<file path="config.mk">
export PLATFORM = sky130hd
export DESIGN_NAME = key_event_detector_flat
export DESIGN_NICKNAME = d
export VERILOG_FILES = /design/src/rtl/key_event_detector_pkg.sv /design/src/rtl/key_event_detector_if.sv /design/src/rtl/key_edge_sync.sv /design/src/rtl/key_event_detector.sv /design/src/flat_wrapper.sv
export SDC_FILE = /design/constraint.sdc
export NUM_CORES = 1
export LEC_CHECK = 0
export ABC_AREA = 1
export CORE_ASPECT_RATIO = 2
export CORE_MARGIN = 2
export CORE_UTILIZATION = 40
export DETAILED_ROUTE_END_ITERATION = 10
export SYNTH_ARGS = -nofsm -noshare
export SYNTH_HDL_FRONTEND = slang
export SYNTH_HIERARCHICAL = 1
export SYNTH_SLANG_ARGS = --single-unit
</file>
<file path="constraint.sdc">
create_clock -name clk -period 1.7 [get_ports clk]
set_clock_uncertainty 0.05 [all_clocks]
set_input_delay 0.51 -clock clk [delete_from_list [all_inputs] [get_ports clk]]
set_output_delay 0.51 -clock clk [all_outputs]
set_load 0.005 [all_outputs]
</file>
<file path="src/rtl/key_event_detector_pkg.sv">
// key_event_detector_pkg
//   Shared definitions for the key event detector: FSM state encodings and
//   the default long-press / auto-repeat cycle counts, also used by the menu
//   FSM so both agree on timing.
package key_event_detector_pkg;

  typedef enum logic [1:0] {
    ST_IDLE  = 2'd0,
    ST_SHORT = 2'd1,
    ST_LONG  = 2'd2
  } state_t;

  localparam int unsigned LONG_CYCLES_DEF   = 100_000_000;
  localparam int unsigned REPEAT_CYCLES_DEF = 20_000_000;

endpackage

</file>
<file path="src/rtl/key_event_detector_if.sv">
// key_event_detector_if
//   Event bundle produced by one key_event_detector.
//   press_pulse, release_pulse, short_pulse, long_pulse, repeat_pulse:
//     single-cycle event pulses
//   held: level, high while a press is being tracked
//   master: the detector (drives everything); slave: the consuming FSM.
interface key_event_detector_if;

  logic press_pulse;
  logic release_pulse;
  logic short_pulse;
  logic long_pulse;
  logic repeat_pulse;
  logic held;

  modport master (
    output press_pulse, release_pulse, short_pulse, long_pulse, repeat_pulse, held
  );

  modport slave (
    input press_pulse, release_pulse, short_pulse, long_pulse, repeat_pulse, held
  );

endinterface

</file>
<file path="src/rtl/key_edge_sync.sv">
// key_edge_sync
//   Two-stage register on the debounced key level plus rise/fall decode.
//   Ports: clk, rst_n (sync, active-low), key_in (1 = pressed),
//          rise / fall (combinational from the registered pair).
//   Both stages reset to 1 so a key already held through reset looks like
//   a steady level, not a press.
module key_edge_sync (
  input  logic clk,
  input  logic rst_n,
  input  logic key_in,
  output logic rise,
  output logic fall
);

  logic key_s;
  logic key_q;

  always_ff @(posedge clk) begin
    if (!rst_n) begin
      key_s <= 1'b1;
      key_q <= 1'b1;
    end else begin
      key_s <= key_in;
      key_q <= key_s;
    end
  end

  assign rise = key_s & ~key_q;
  assign fall = ~key_s & key_q;

endmodule

</file>
<file path="src/rtl/key_event_detector.sv">
// key_event_detector
//   Turns a debounced key level into press / release / short / long event
//   pulses, with optional auto-repeat while the key stays held long.
//   Ports: clk, rst_n (sync, active-low), key_in (1 = pressed),
//          ev (key_event_detector_if.master): event pulses and held level.
//   Parameters: LONG_CYCLES   hold length that counts as a long press (>=2)
//               REPEAT_CYCLES auto-repeat period once long (>=2, <=LONG_CYCLES)
//   Build option: define KEY_REPEAT_EN to enable repeat_pulse; without it
//   repeat_pulse is tied low and the counter simply holds in LONG.
//
//   state    | meaning
//   ---------+------------------------------------------------------
//   ST_IDLE  | key released, waiting for a rising edge
//   ST_SHORT | key held, long threshold not yet reached
//   ST_LONG  | key held past the long threshold (repeat period runs)
module key_event_detector
  import key_event_detector_pkg::*;
#(
  parameter int unsigned LONG_CYCLES   = LONG_CYCLES_DEF,
  parameter int unsigned REPEAT_CYCLES = REPEAT_CYCLES_DEF
) (
  input  logic                  clk,
  input  logic                  rst_n,
  input  logic                  key_in,
  key_event_detector_if.master  ev
);

  localparam int CW = $clog2(LONG_CYCLES);
  localparam logic [CW-1:0] LONG_LAST = CW'(LONG_CYCLES - 1);
`ifdef KEY_REPEAT_EN
  localparam logic [CW-1:0] REP_LAST  = CW'(REPEAT_CYCLES - 1);
`endif

  logic rise;
  logic fall;

  key_edge_sync u_edge (
    .clk    (clk),
    .rst_n  (rst_n),
    .key_in (key_in),
    .rise   (rise),
    .fall   (fall)
  );

  state_t        state_q, state_d;
  logic [CW-1:0] cnt_q, cnt_d;
  logic          press_q, press_d;
  logic          rel_q, rel_d;
  logic          short_q, short_d;
  logic          long_q, long_d;
`ifdef KEY_REPEAT_EN
  logic          rep_q, rep_d;
`endif

  always_ff @(posedge clk) begin
    if (!rst_n) begin
      state_q <= ST_IDLE;
      cnt_q   <= '0;
      press_q <= 1'b0;
      rel_q   <= 1'b0;
      short_q <= 1'b0;
      long_q  <= 1'b0;
`ifdef KEY_REPEAT_EN
      rep_q   <= 1'b0;
`endif
    end else begin
      state_q <= state_d;
      cnt_q   <= cnt_d;
      press_q <= press_d;
      rel_q   <= rel_d;
      short_q <= short_d;
      long_q  <= long_d;
`ifdef KEY_REPEAT_EN
      rep_q   <= rep_d;
`endif
    end
  end

  always_comb begin
    state_d = state_q;
    cnt_d   = cnt_q;
    press_d = 1'b0;
    rel_d   = 1'b0;
    short_d = 1'b0;
    long_d  = 1'b0;
`ifdef KEY_REPEAT_EN
    rep_d   = 1'b0;
`endif
    case (state_q)
      ST_IDLE: begin
        if (rise) begin
          state_d = ST_SHORT;
          cnt_d   = '0;
          press_d = 1'b1;
        end
      end
      ST_SHORT: begin
        // Release takes priority over reaching the long threshold.
        if (fall) begin
          state_d = ST_IDLE;
          rel_d   = 1'b1;
          short_d = 1'b1;
        end else if (cnt_q == LONG_LAST) begin
          state_d = ST_LONG;
          cnt_d   = '0;
          long_d  = 1'b1;
        end else if (cnt_q != '1) begin
          cnt_d = cnt_q + CW'(1);
        end
      end
      ST_LONG: begin
        if (fall) begin
          state_d = ST_IDLE;
          rel_d   = 1'b1;
        end
`ifdef KEY_REPEAT_EN
        else if (cnt_q == REP_LAST) begin
          cnt_d = '0;
          rep_d = 1'b1;
        end else begin
          cnt_d = cnt_q + CW'(1);
        end
`endif
      end
      default: begin
        state_d = ST_IDLE;
        cnt_d   = '0;
      end
    endcase
  end

  assign ev.press_pulse   = press_q;
  assign ev.release_pulse = rel_q;
  assign ev.short_pulse   = short_q;
  assign ev.long_pulse    = long_q;
`ifdef KEY_REPEAT_EN
  assign ev.repeat_pulse  = rep_q;
`else
  assign ev.repeat_pulse  = 1'b0;
`endif
  assign ev.held          = (state_q != ST_IDLE);

endmodule

</file>
<file path="src/flat_wrapper.sv">
// flat-port wrapper written by rule: the top's interface ports become plain ports
module key_event_detector_flat import key_event_detector_pkg::*;
#(
  parameter int unsigned LONG_CYCLES   = LONG_CYCLES_DEF,
  parameter int unsigned REPEAT_CYCLES = REPEAT_CYCLES_DEF
)
  (clk, rst_n, key_in, ev_press_pulse, ev_release_pulse, ev_short_pulse, ev_long_pulse, ev_repeat_pulse, ev_held);
  key_event_detector_if ev_i ();
  input  logic clk;
  input  logic rst_n;
  input  logic key_in;
  output wire logic [$bits(ev_i.press_pulse)-1:0] ev_press_pulse;
  output wire logic [$bits(ev_i.release_pulse)-1:0] ev_release_pulse;
  output wire logic [$bits(ev_i.short_pulse)-1:0] ev_short_pulse;
  output wire logic [$bits(ev_i.long_pulse)-1:0] ev_long_pulse;
  output wire logic [$bits(ev_i.repeat_pulse)-1:0] ev_repeat_pulse;
  output wire logic [$bits(ev_i.held)-1:0] ev_held;
  assign ev_press_pulse = ev_i.press_pulse;
  assign ev_release_pulse = ev_i.release_pulse;
  assign ev_short_pulse = ev_i.short_pulse;
  assign ev_long_pulse = ev_i.long_pulse;
  assign ev_repeat_pulse = ev_i.repeat_pulse;
  assign ev_held = ev_i.held;
  key_event_detector #(.LONG_CYCLES(LONG_CYCLES), .REPEAT_CYCLES(REPEAT_CYCLES)) u_core (.clk(clk), .rst_n(rst_n), .key_in(key_in), .ev(ev_i));
endmodule
</file>
==> results by group, run 1 <==
Logic synthesis
  • Post-synthesis mux area share: 0%
  • Top-area cell type share of the netlist area: around 30%
  • Dominant cells by area after synthesis: dfxtp_1 30%, nand2_1 20%, nor2_1 9.0%, inv_1 8.5%, nand3_1 4.5%
  • Post-Syn Area: 2350 sq um
  • Synth cell types: 28
  • Post-synth top area cell: dfxtp_1
  • Syn nets: around 390
  • Largest family of logic cells by synthesized area: simple AND/OR/NAND/NOR gates
  • Synth Area in Compound Gates: roughly 8.3%
  • Simple-Gate Fraction of Synth Area: 45.8%
  • Adder-cell share of the synthesized area: around 2.7%
  • #FFs+latches synth: 35
  • Yosys Warn Count: 6
  • Syn avg cell area: 6.11 sq um
  • Sequential fraction of the synthesis area: about 30%
  • Synth Area in XOR/XNOR: 0.747%
  • Post-Synthesis Cells: 384

Clock tree
  • TritonCTS buffer count: 5
  • CTS tree: built
  • Clock latency at the later pin of the worst-skew pair: 290 ps
  • Clock transition at path regs: approximately 60 ps
  • CTS Buffer Depth: 2
  • H-Tree Depth: 2
  • Hold_buf cts: 0
  • Clk root buf: clkbuf_16
  • Clock Sinks: 35

Worst hold path
  • HP Start: u_core/u_edge/key_s
  • Worst hold path stage count: 2
  • Min-Delay Path Class: reg -> reg
  • Hold path endpoint: u_core/u_edge/key_q

STA
  • FMAX: 599 MHz
  • Final Hold Fails: 0
  • RSZ-0062 raised after global routing: yes
  • Tmin final: 1670 ps
  • Hold slack: 422 ps
  • Max-slew violations: 0
  • Final period utilization: between 90 and 100%
  • Final setup violating endpoints: 0

Pwr
  • PD cells: 910 nW/um^2
  • Overall Power: about 0.0030 W
  • Worst vdd ir: 0.846 mV
  • Leak: 1.40 nW

Placed design
  • Cell Area, Placed: 2780 sq um
  • Detail Placement HPWL: 5180 microns
  • Port buffer count: 7
  • GPL Wtd Cong: 0.905

Critical path
  • Startpoint types: flop
  • CP Capture Type: output port
  • WP data required: 1140 ps
  • R2R Setup Slk: around 60 ps
  • FF-to-FF path depth: 11
  • Worst Path Max Fanout: 3
  • FF-to-FF Start: u_core/cnt_q[0]
  • CP Class: reg -> out
  • Data arrival time of the worst path: 1110 ps
  • R2R Path End: u_core/cnt_q[22]

Floorplan
  • Area of the core: 5710 sq um
  • Die H: 112 microns
  • Boundary Pins: 9
  • Die footprint: 6530 sq um
  • Count of standard-cell rows: 39
  • Die width: 58.2 microns
  • Initial Util: between 40% and 50%

Finish
  • Share of layout cells above drive strength 1: 31.0%
  • Nets@finish: 452
  • Most common cell after layout, fill and taps aside: nand2_1
  • Most frequent cells in the layout: 109 x nand2_1, 51 x nor2_1, 50 x inv_1
  • Ant diodes: 0
  • Util after Layout: 57.7%
  • Syn-to-layout area delta: 40.5%
  • Final instance area: 3300 sq um

Drt
  • Drt via density: 5.06
  • Pre-antenna DRT Iters: 4
  • Wirelength per Cell: 14.1 microns
  • Initial drt markers: 66
  • Routed wire length: approximately 7000 microns
  • Post-DRT Antenna Nets: 0
  • Remaining DRCs: 0
  • Vias post-DR: 2,561

Status
  • Status: finished, final reports clean

Global route
  • Initial antenna violation count: 0
  • Gr usage total: 22.2%
  • Remaining global-route overflow: 0
  • Pin count of the biggest net entering global routing: 13
  • First-pass GRT wire length: 10,800 microns
  • Vias in the first global route: 2,368

Flow run
  • Max Cap Violations: 0
report_power, final:
part	internal [W]	switching [W]
sequential	0.000853	0.0000274
combinational	0.000468	0.000567
clock	0.000729	0.000355
repair_timing:
item                                    CTS  global route
setup buffers                             0             6
cloned                                    2             1
gates resized for setup                  12            63
pin swaps                                 3            16
endpoints found under the setup margin   19            30
cells by family after synthesis:
family	count (synthesis)
simple gates	237
xor+xnor	2
fa+ha+maj	5
compound gates	35
buf+inv	69
flops	35
other cells	1
final cells by class:
cell class | count | area (sq um)
multi-input combinational | 283 | 1580
tap | 61 | 76.3
sequential | 35 | 716
timing repair buffer | 60 | 518
clock buffer | 6 | 139
inverter | 59 | 231
fill | 532 | 2410
clock inverter | 2 | 35.0
cells in the mapped netlist (all sizes together):
master	instances
a21oi	17
and2	1
buf	8
clkbuf	2
conb	1
dfxtp	35
ha	5
inv	59
nand2	133
nand3	21
nand3b	4
nand4	9
nor2	66
nor3	2
nor4	1
o21ai	18
xor2	2
per-stage QoR:
step	setup WS (ps)	setup TNS, ps	std cells
floorplan	8.18	0	384
global placement	-21.1	-21.1	489
detailed placement	-81.2	-823	489
CTS	4.67	0	499
global route	-35.8	-141	506
finish	31.6	0	506
state kept, by name (all words and copies together), names as in the netlist:
signal,flops
u_core/ev.press_pulse,1
u_core/ev.long_pulse,1
u_core/state_q,2
u_core/u_edge/key_q,1
u_core/u_edge/key_s,1
u_core/ev.release_pulse,1
u_core/ev.short_pulse,1
u_core/cnt_q,27
critical path: stages (launching register included):
cell and delay, ps:
dfxtp_4 380, inv_4 50, ha_4 160, inv_2 50, clkdlybuf4s15_2 190
worst max path at each step:
stage / depth (start not counted) / slack, ps / to / startpoint
after floorplan: 11 / 8 / u_core/cnt_q[0] / u_core/cnt_q[0]
after detailed placement: 9 / -80 / u_core/cnt_q[21] / u_core/state_q[1]
after global placement: 4 / -20 / ev_held / u_core/state_q[0]
after global routing: 10 / -40 / u_core/state_q[1] / u_core/cnt_q[0]
final: 4 / 30 / ev_held / u_core/state_q[0]
after CTS: 9 / 5 / u_core/cnt_q[21] / u_core/cnt_q[23]
metal layers:
layer	vias up	GRT usage [%]	wire length [microns]
li1	1296	-	-
met3	34	3.92	242
met5	-	0	0
met1	1157	20.2	2430
met2	74	43.3	4100
met4	0	12.2	383
Power figures use the tool's default switching activity.
==> run 2, diff against run 1 <==
--- a/config.mk
+++ b/config.mk
@@ -6,10 +6,11 @@
 export NUM_CORES = 1
 export LEC_CHECK = 0
 export ABC_AREA = 1
+export ABC_CLOCK_PERIOD_IN_PS = 1700
 export CORE_ASPECT_RATIO = 2
-export CORE_MARGIN = 2
 export CORE_UTILIZATION = 40
 export DETAILED_ROUTE_END_ITERATION = 10
+export REMOVE_ABC_BUFFERS = 1
 export SYNTH_ARGS = -nofsm -noshare
 export SYNTH_HDL_FRONTEND = slang
 export SYNTH_HIERARCHICAL = 1
==> run 2 against run 1 <==
Non-clock buffer count increased by 1. Critical endpoint is now u_core/cnt_q[0]. Sequential share of layout area increased by 0.78 points. Highest routed layer unchanged. Total power decreased by 4.5%. Register-to-register slack about the same. Global-route usage increased by 0.85 points. Cell area decreased by 4.8%. Combinational power about the same. Worst hold slack got worse by 2.0 ps. Count of clock-buffer cells in the layout increased by 2. Sequential cell count unchanged. Worst setup slack improved by 34 ps. Die area decreased by 5.2%.
==> results by group, run 2 (synthesis gave the netlist of run 1 again) <==
Critical path
  • Most common cell on crit path: nand2_1
  • CP startpoint: u_core/state_q[1]
  • CP Cell Sequence: inv_4 > ha_2 > nand2_1 > nand2_1 > nor2_4 > nand2_8 > clkbuf_16 > o21ai_0 > nor2_1
  • Worst Path Max Fanout: 7
  • FF-to-FF Start: u_core/state_q[1]
  • Data arrival time of the worst path: 1760 ps
  • CP Capture Type: flop
  • WP data required: 1820 ps
  • R2R Setup Slk: 70 ps
  • CP Class: reg -> reg
  • R2R Path End: u_core/cnt_q[0]
  • Slowest CP cell: dfxtp_2
  • Crit path largest cell delay: between 300 and 400 ps
  • FF-to-FF path depth: 9
  • Startpoint types: flop

Placed design
  • GPL Wtd Cong: 0.936
  • Pre-CTS setup slack: -38.0 ps
  • Cell Area, Placed: 2780 sq um
  • Port buffer count: 7
  • Detail Placement HPWL: 5160 microns
  • DP Cell Count: 485

STA
  • Final worst setup slack: between 60 and 70 ps
  • FMAX: a little over 600 MHz
  • Final setup violating endpoints: 0
  • Hold slack: around 420 ps
  • RSZ-0062 raised after global routing: yes
  • Tmin final: 1630 ps
  • Final period utilization: 96.1%
  • Final Hold Fails: 0
  • Max-slew violations: 0

Global route
  • Vias in the first global route: approximately 2.3k
  • First-pass GRT wire length: between 10,000 and 15,000 microns
  • Pin count of the biggest net entering global routing: 15
  • Remaining global-route overflow: 0
  • Initial antenna violation count: 0
  • Gr usage total: 23.1%

Clock tree
  • CTS tree: built
  • Clock transition at path regs: 50 ps
  • H-Tree Depth: 2
  • TritonCTS buffer count: 5
  • Clk root buf: clkbuf_16
  • Clock latency at the later pin of the worst-skew pair: around 290 ps
  • Clock Sinks: 35
  • CTS Buffer Depth: 2

Finish
  • Top Registers: u_core/cnt_q x27, u_core/state_q x2
  • Most frequent cells in the layout: 119 x nand2_1, 49 x inv_1, 49 x buf_4
  • Max reg flops: 27
  • Final instance area: ~3100 sq um
  • Nets@finish: 450
  • Syn-to-layout area delta: 33.8%
  • Share of layout cells above drive strength 1: 26.9%
  • Ant diodes: 0
  • Largest Register: u_core/cnt_q
  • Non-filler cells, final: 504
  • Most common cell after layout, fill and taps aside: nand2_1

Worst hold path
  • Worst hold path stage count: 2
  • Hold path endpoint: u_core/u_edge/key_q
  • Min-Delay Path Class: reg -> reg
  • HP Start: u_core/u_edge/key_s

Floorplan
  • Boundary Pins: 9
  • Area of the core: approximately 5700 sq um
  • Die width: ~56 microns
  • Initial Util: 41.4%
  • Die footprint: around 6200 sq um
  • Die H: around 110 microns
  • Count of standard-cell rows: 39

Pwr
  • Overall Power: around 0.0029 W
  • Worst vdd ir: 1.16 mV
  • PD cells: slightly above 900 nW/um^2
  • Leak: 1.40 nW

Status
  • Status: finished, final reports clean

Flow run
  • Max Cap Violations: 0

Drt
  • Post-DRT Antenna Nets: 0
  • Vias post-DR: around 2.5k
  • Routed wire length: 6970 microns
  • Wirelength per Cell: about 14 microns
  • Remaining DRCs: 0
  • Initial drt markers: 79
  • Pre-antenna DRT Iters: 4
  • Drt via density: slightly below 5
## run 2: cell types whose count changed in the layout (fill, tap and decap cells not counted), sizes merged
cell           previous run  this run
clkinv                    1         0
nor2                     67        66
buf                      53        54
clkbuf                    6         9
nand2                   135       133
bufinv                    1         0
clkdlybuf4s15             1         0
## run 2: layout make-up
| cell class | instances | area [sq um] |
|---|---|---|
| fill | 577 | 2520 |
| multi-input combinational | 280 | 1440 |
| sequential | 35 | 706 |
| timing repair buffer | 61 | 529 |
| inverter | 59 | 226 |
| clock buffer | 8 | 156 |
| tap | 61 | 76.3 |
## run 2: how the worst max path moves through the flow
stage	endpoint	slack [ps]	cells after the start
finish	u_core/cnt_q[0]	70	9
global route	u_core/cnt_q[17]	-30	10
CTS	u_core/cnt_q[24]	3	9
detailed placement	ev_held	-40	4
global placement	ev_held	-5	4
floorplan	u_core/cnt_q[17]	-60	9
## run 2: critical path: cells and delay by family, from the launching register on
kind | cells | cell delay, ps
flops | 1 | 360
compound gates | 1 | 160
buf+inv | 2 | 220
fa+ha+maj | 1 | 190
simple gates | 5 | 520
## run 2: metrics by stage
step | utilization, % | TNS, ps
CTS | 52.8 | 0
detailed placement | 49.2 | -42.3
global route | 55.4 | -194
floorplan | - | -725
finish | 55.4 | 0
global placement | 49.2 | -5.36
## run 2: repair_timing
item | CTS | global route
gates resized for setup | 6 | 34
pin swaps | 0 | 9
endpoints found under the setup margin | 16 | 31
buffers inserted | 7 | 4
gates cloned | 0 | 1
hold buffers | 0 | 0
## run 2: layer usage
layer	GRT usage, %	part of all wire, %	vias up	wire, microns
met5	0	0	-	0
met4	15.9	3.7	0	261
met3	3.62	2.4	16	168
met2	46.1	59	42	4130
met1	20.5	35	1143	2410
li1	-	-	1294	-
## run 2: power breakdown
group | switching, W | internal (W) | total, W
sequential | 0.0000197 | 0.000850 | 0.000870
combinational | 0.000543 | 0.000484 | 0.00103
clock | 0.000344 | 0.000624 | 0.000968
total | 0.000907 | 0.00196 | 0.00287
==> run 3, diff against run 2 <==
--- a/config.mk
+++ b/config.mk
@@ -10,7 +10,9 @@
 export CORE_ASPECT_RATIO = 2
 export CORE_UTILIZATION = 40
 export DETAILED_ROUTE_END_ITERATION = 10
+export GPL_ROUTABILITY_DRIVEN = 0
 export REMOVE_ABC_BUFFERS = 1
+export SKIP_LAST_GASP = 1
 export SYNTH_ARGS = -nofsm -noshare
 export SYNTH_HDL_FRONTEND = slang
 export SYNTH_HIERARCHICAL = 1
==> run 3 against run 2 <==
Sequential power hardly changed. Die area stayed put. Sequential cell count stayed put. Total power stayed put. Cell count stayed put. Cell area stayed put. Count of clock-buffer cells in the layout stayed put. Critical path type unchanged. Critical endpoint unchanged. Highest routed layer unchanged.
==> results by group, run 3 (synthesis gave the netlist of run 1 again) <==
Drt
  • Wirelength per Cell: 13.8 microns
  • Post-DRT Antenna Nets: 0
  • Pre-antenna DRT Iters: 4
  • Vias post-DR: around 2.5k
  • Remaining DRCs: 0
  • Drt via density: ~5.0
  • Routed wire length: 6970 microns
  • Initial drt markers: 79

STA
  • RSZ-0062 raised after global routing: yes
  • Final period utilization: between 90% and 100%
  • Final setup violating endpoints: 0
  • Tmin final: 1630 ps
  • FMAX: slightly above 600 MHz
  • Max-slew violations: 0
  • Final Hold Fails: 0

Finish
  • Non-filler cells, final: 504
  • Top Registers: u_core/cnt_q x27, u_core/state_q x2
  • Most frequent cells in the layout: 119 x nand2_1, 49 x inv_1, 49 x buf_4
  • Share of layout cells above drive strength 1: roughly 27%
  • Most common cell after layout, fill and taps aside: nand2_1
  • Syn-to-layout area delta: 33.8%
  • Ant diodes: 0
  • Nets@finish: 450
  • Largest Register: u_core/cnt_q
  • Final instance area: 3140 sq um
  • Max reg flops: 27

Placed design
  • Detail Placement HPWL: 5160 microns
  • Port buffer count: 7
  • Cell Area, Placed: 2780 sq um
  • DP Cell Count: 485

Clock tree
  • Clk root buf: clkbuf_16
  • Clock latency at the later pin of the worst-skew pair: 290 ps
  • TritonCTS buffer count: 5
  • CTS Buffer Depth: 2
  • Hold_buf cts: 0
  • H-Tree Depth: 2
  • Clock transition at path regs: 50 ps
  • Clock Sinks: 35
  • CTS tree: built

Floorplan
  • Die H: 110 microns
  • Boundary Pins: 9
  • Count of standard-cell rows: 39
  • Initial Util: 41.4%
  • Area of the core: 5660 sq um
  • Die footprint: 6190 sq um
  • Die width: 56.2 microns

Global route
  • Vias in the first global route: 2,329
  • First-pass GRT wire length: 10,600 microns
  • Pin count of the biggest net entering global routing: 15
  • Initial antenna violation count: 0
  • Remaining global-route overflow: 0
  • Gr usage total: between 20% and 30%

Critical path
  • R2R Setup Slk: 70 ps
  • Data arrival time of the worst path: about 1800 ps
  • CP startpoint: u_core/state_q[1]
  • CP Capture Type: flop
  • CP Class: reg -> reg
  • R2R Path End: u_core/cnt_q[0]
  • CP endpoint: u_core/cnt_q[0]
  • FF-to-FF Start: u_core/state_q[1]
  • WP data required: 1820 ps
  • Worst Path Max Fanout: 7
  • FF-to-FF path depth: 9
  • Startpoint types: flop

Pwr
  • PD cells: 913 nW/um^2
  • Worst vdd ir: roughly 1.2 mV
  • Leak: between 1 and 1.5 nW

Worst hold path
  • Worst hold path stage count: 2
  • Min-Delay Path Class: reg -> reg

Flow run
  • Max Cap Violations: 0

Status
  • Status: finished, final reports clean
-- run 3: how the worst min path moves through the flow --
| stage | start | to | slack, ps |
|---|---|---|---|
| after floorplan | u_core/u_edge/key_s | u_core/u_edge/key_q | 370 |
| after global placement | u_core/u_edge/key_s | u_core/u_edge/key_q | 380 |
| after detailed placement | u_core/u_edge/key_s | u_core/u_edge/key_q | 400 |
| after CTS | u_core/u_edge/key_s | u_core/u_edge/key_q | 410 |
| after global routing | u_core/u_edge/key_s | u_core/u_edge/key_q | 440 |
| final | u_core/u_edge/key_s | u_core/u_edge/key_q | 420 |
-- run 3: layout make-up --
type	instances	area [sq um]
Fill cell	577	2520
Multi-Input combinational cell	280	1440
Sequential cell	35	706
Timing Repair Buffer	61	529
Inverter	59	226
Clock buffer	8	156
Tap cell	61	76.3
-- run 3: per-stage QoR --
step / hold slack, ps / power [W] / TNS (ps) / worst slack [ps] / util (%)
6_report: 420 / 0.00287 / 0 / 65.5 / 55.4
5_1_grt: 439 / 0.00301 / -194 / -30.0 / 55.4
4_1_cts: 411 / 0.00273 / 0 / 2.87 / 52.8
3_5_place_dp: 396 / 0.00166 / -42.3 / -38.0 / 49.2
3_3_place_gp: 380 / 0.00165 / -5.36 / -5.36 / 49.2
2_1_floorplan: 367 / 0.00131 / -725 / -58.2 / -
-- run 3: routing by layer --
layer	global-route usage (%)	routed length [microns]	vias to the layer above
li1	-	-	1294
met1	20.5	2410	1143
met3	3.62	168	16
met5	0	0	-
met2	46.1	4130	42
met4	15.9	261	0
-- run 3: power by group --
part	internal [W]	switching, W
combinational	0.000484	0.000543
clock	0.000624	0.000344
sequential	0.000850	0.0000197
total	0.00196	0.000907
-- run 3: timing repair --
item	in CTS	in global routing
gates resized for setup	6	34
buffers inserted	7	4
pin swaps	0	9
gates cloned	0	1
endpoints found under the setup margin	16	31
-- run 3: worst max-delay path, cell delays in order (launching register included) --
cell and delay [ps]:
dfxtp_2 360, inv_4 50, ha_2 190, nand2_1 80, nand2_1 90, nor2_4 180, nand2_8 100, clkbuf_16 170
o21ai_0 160, nor2_1 70
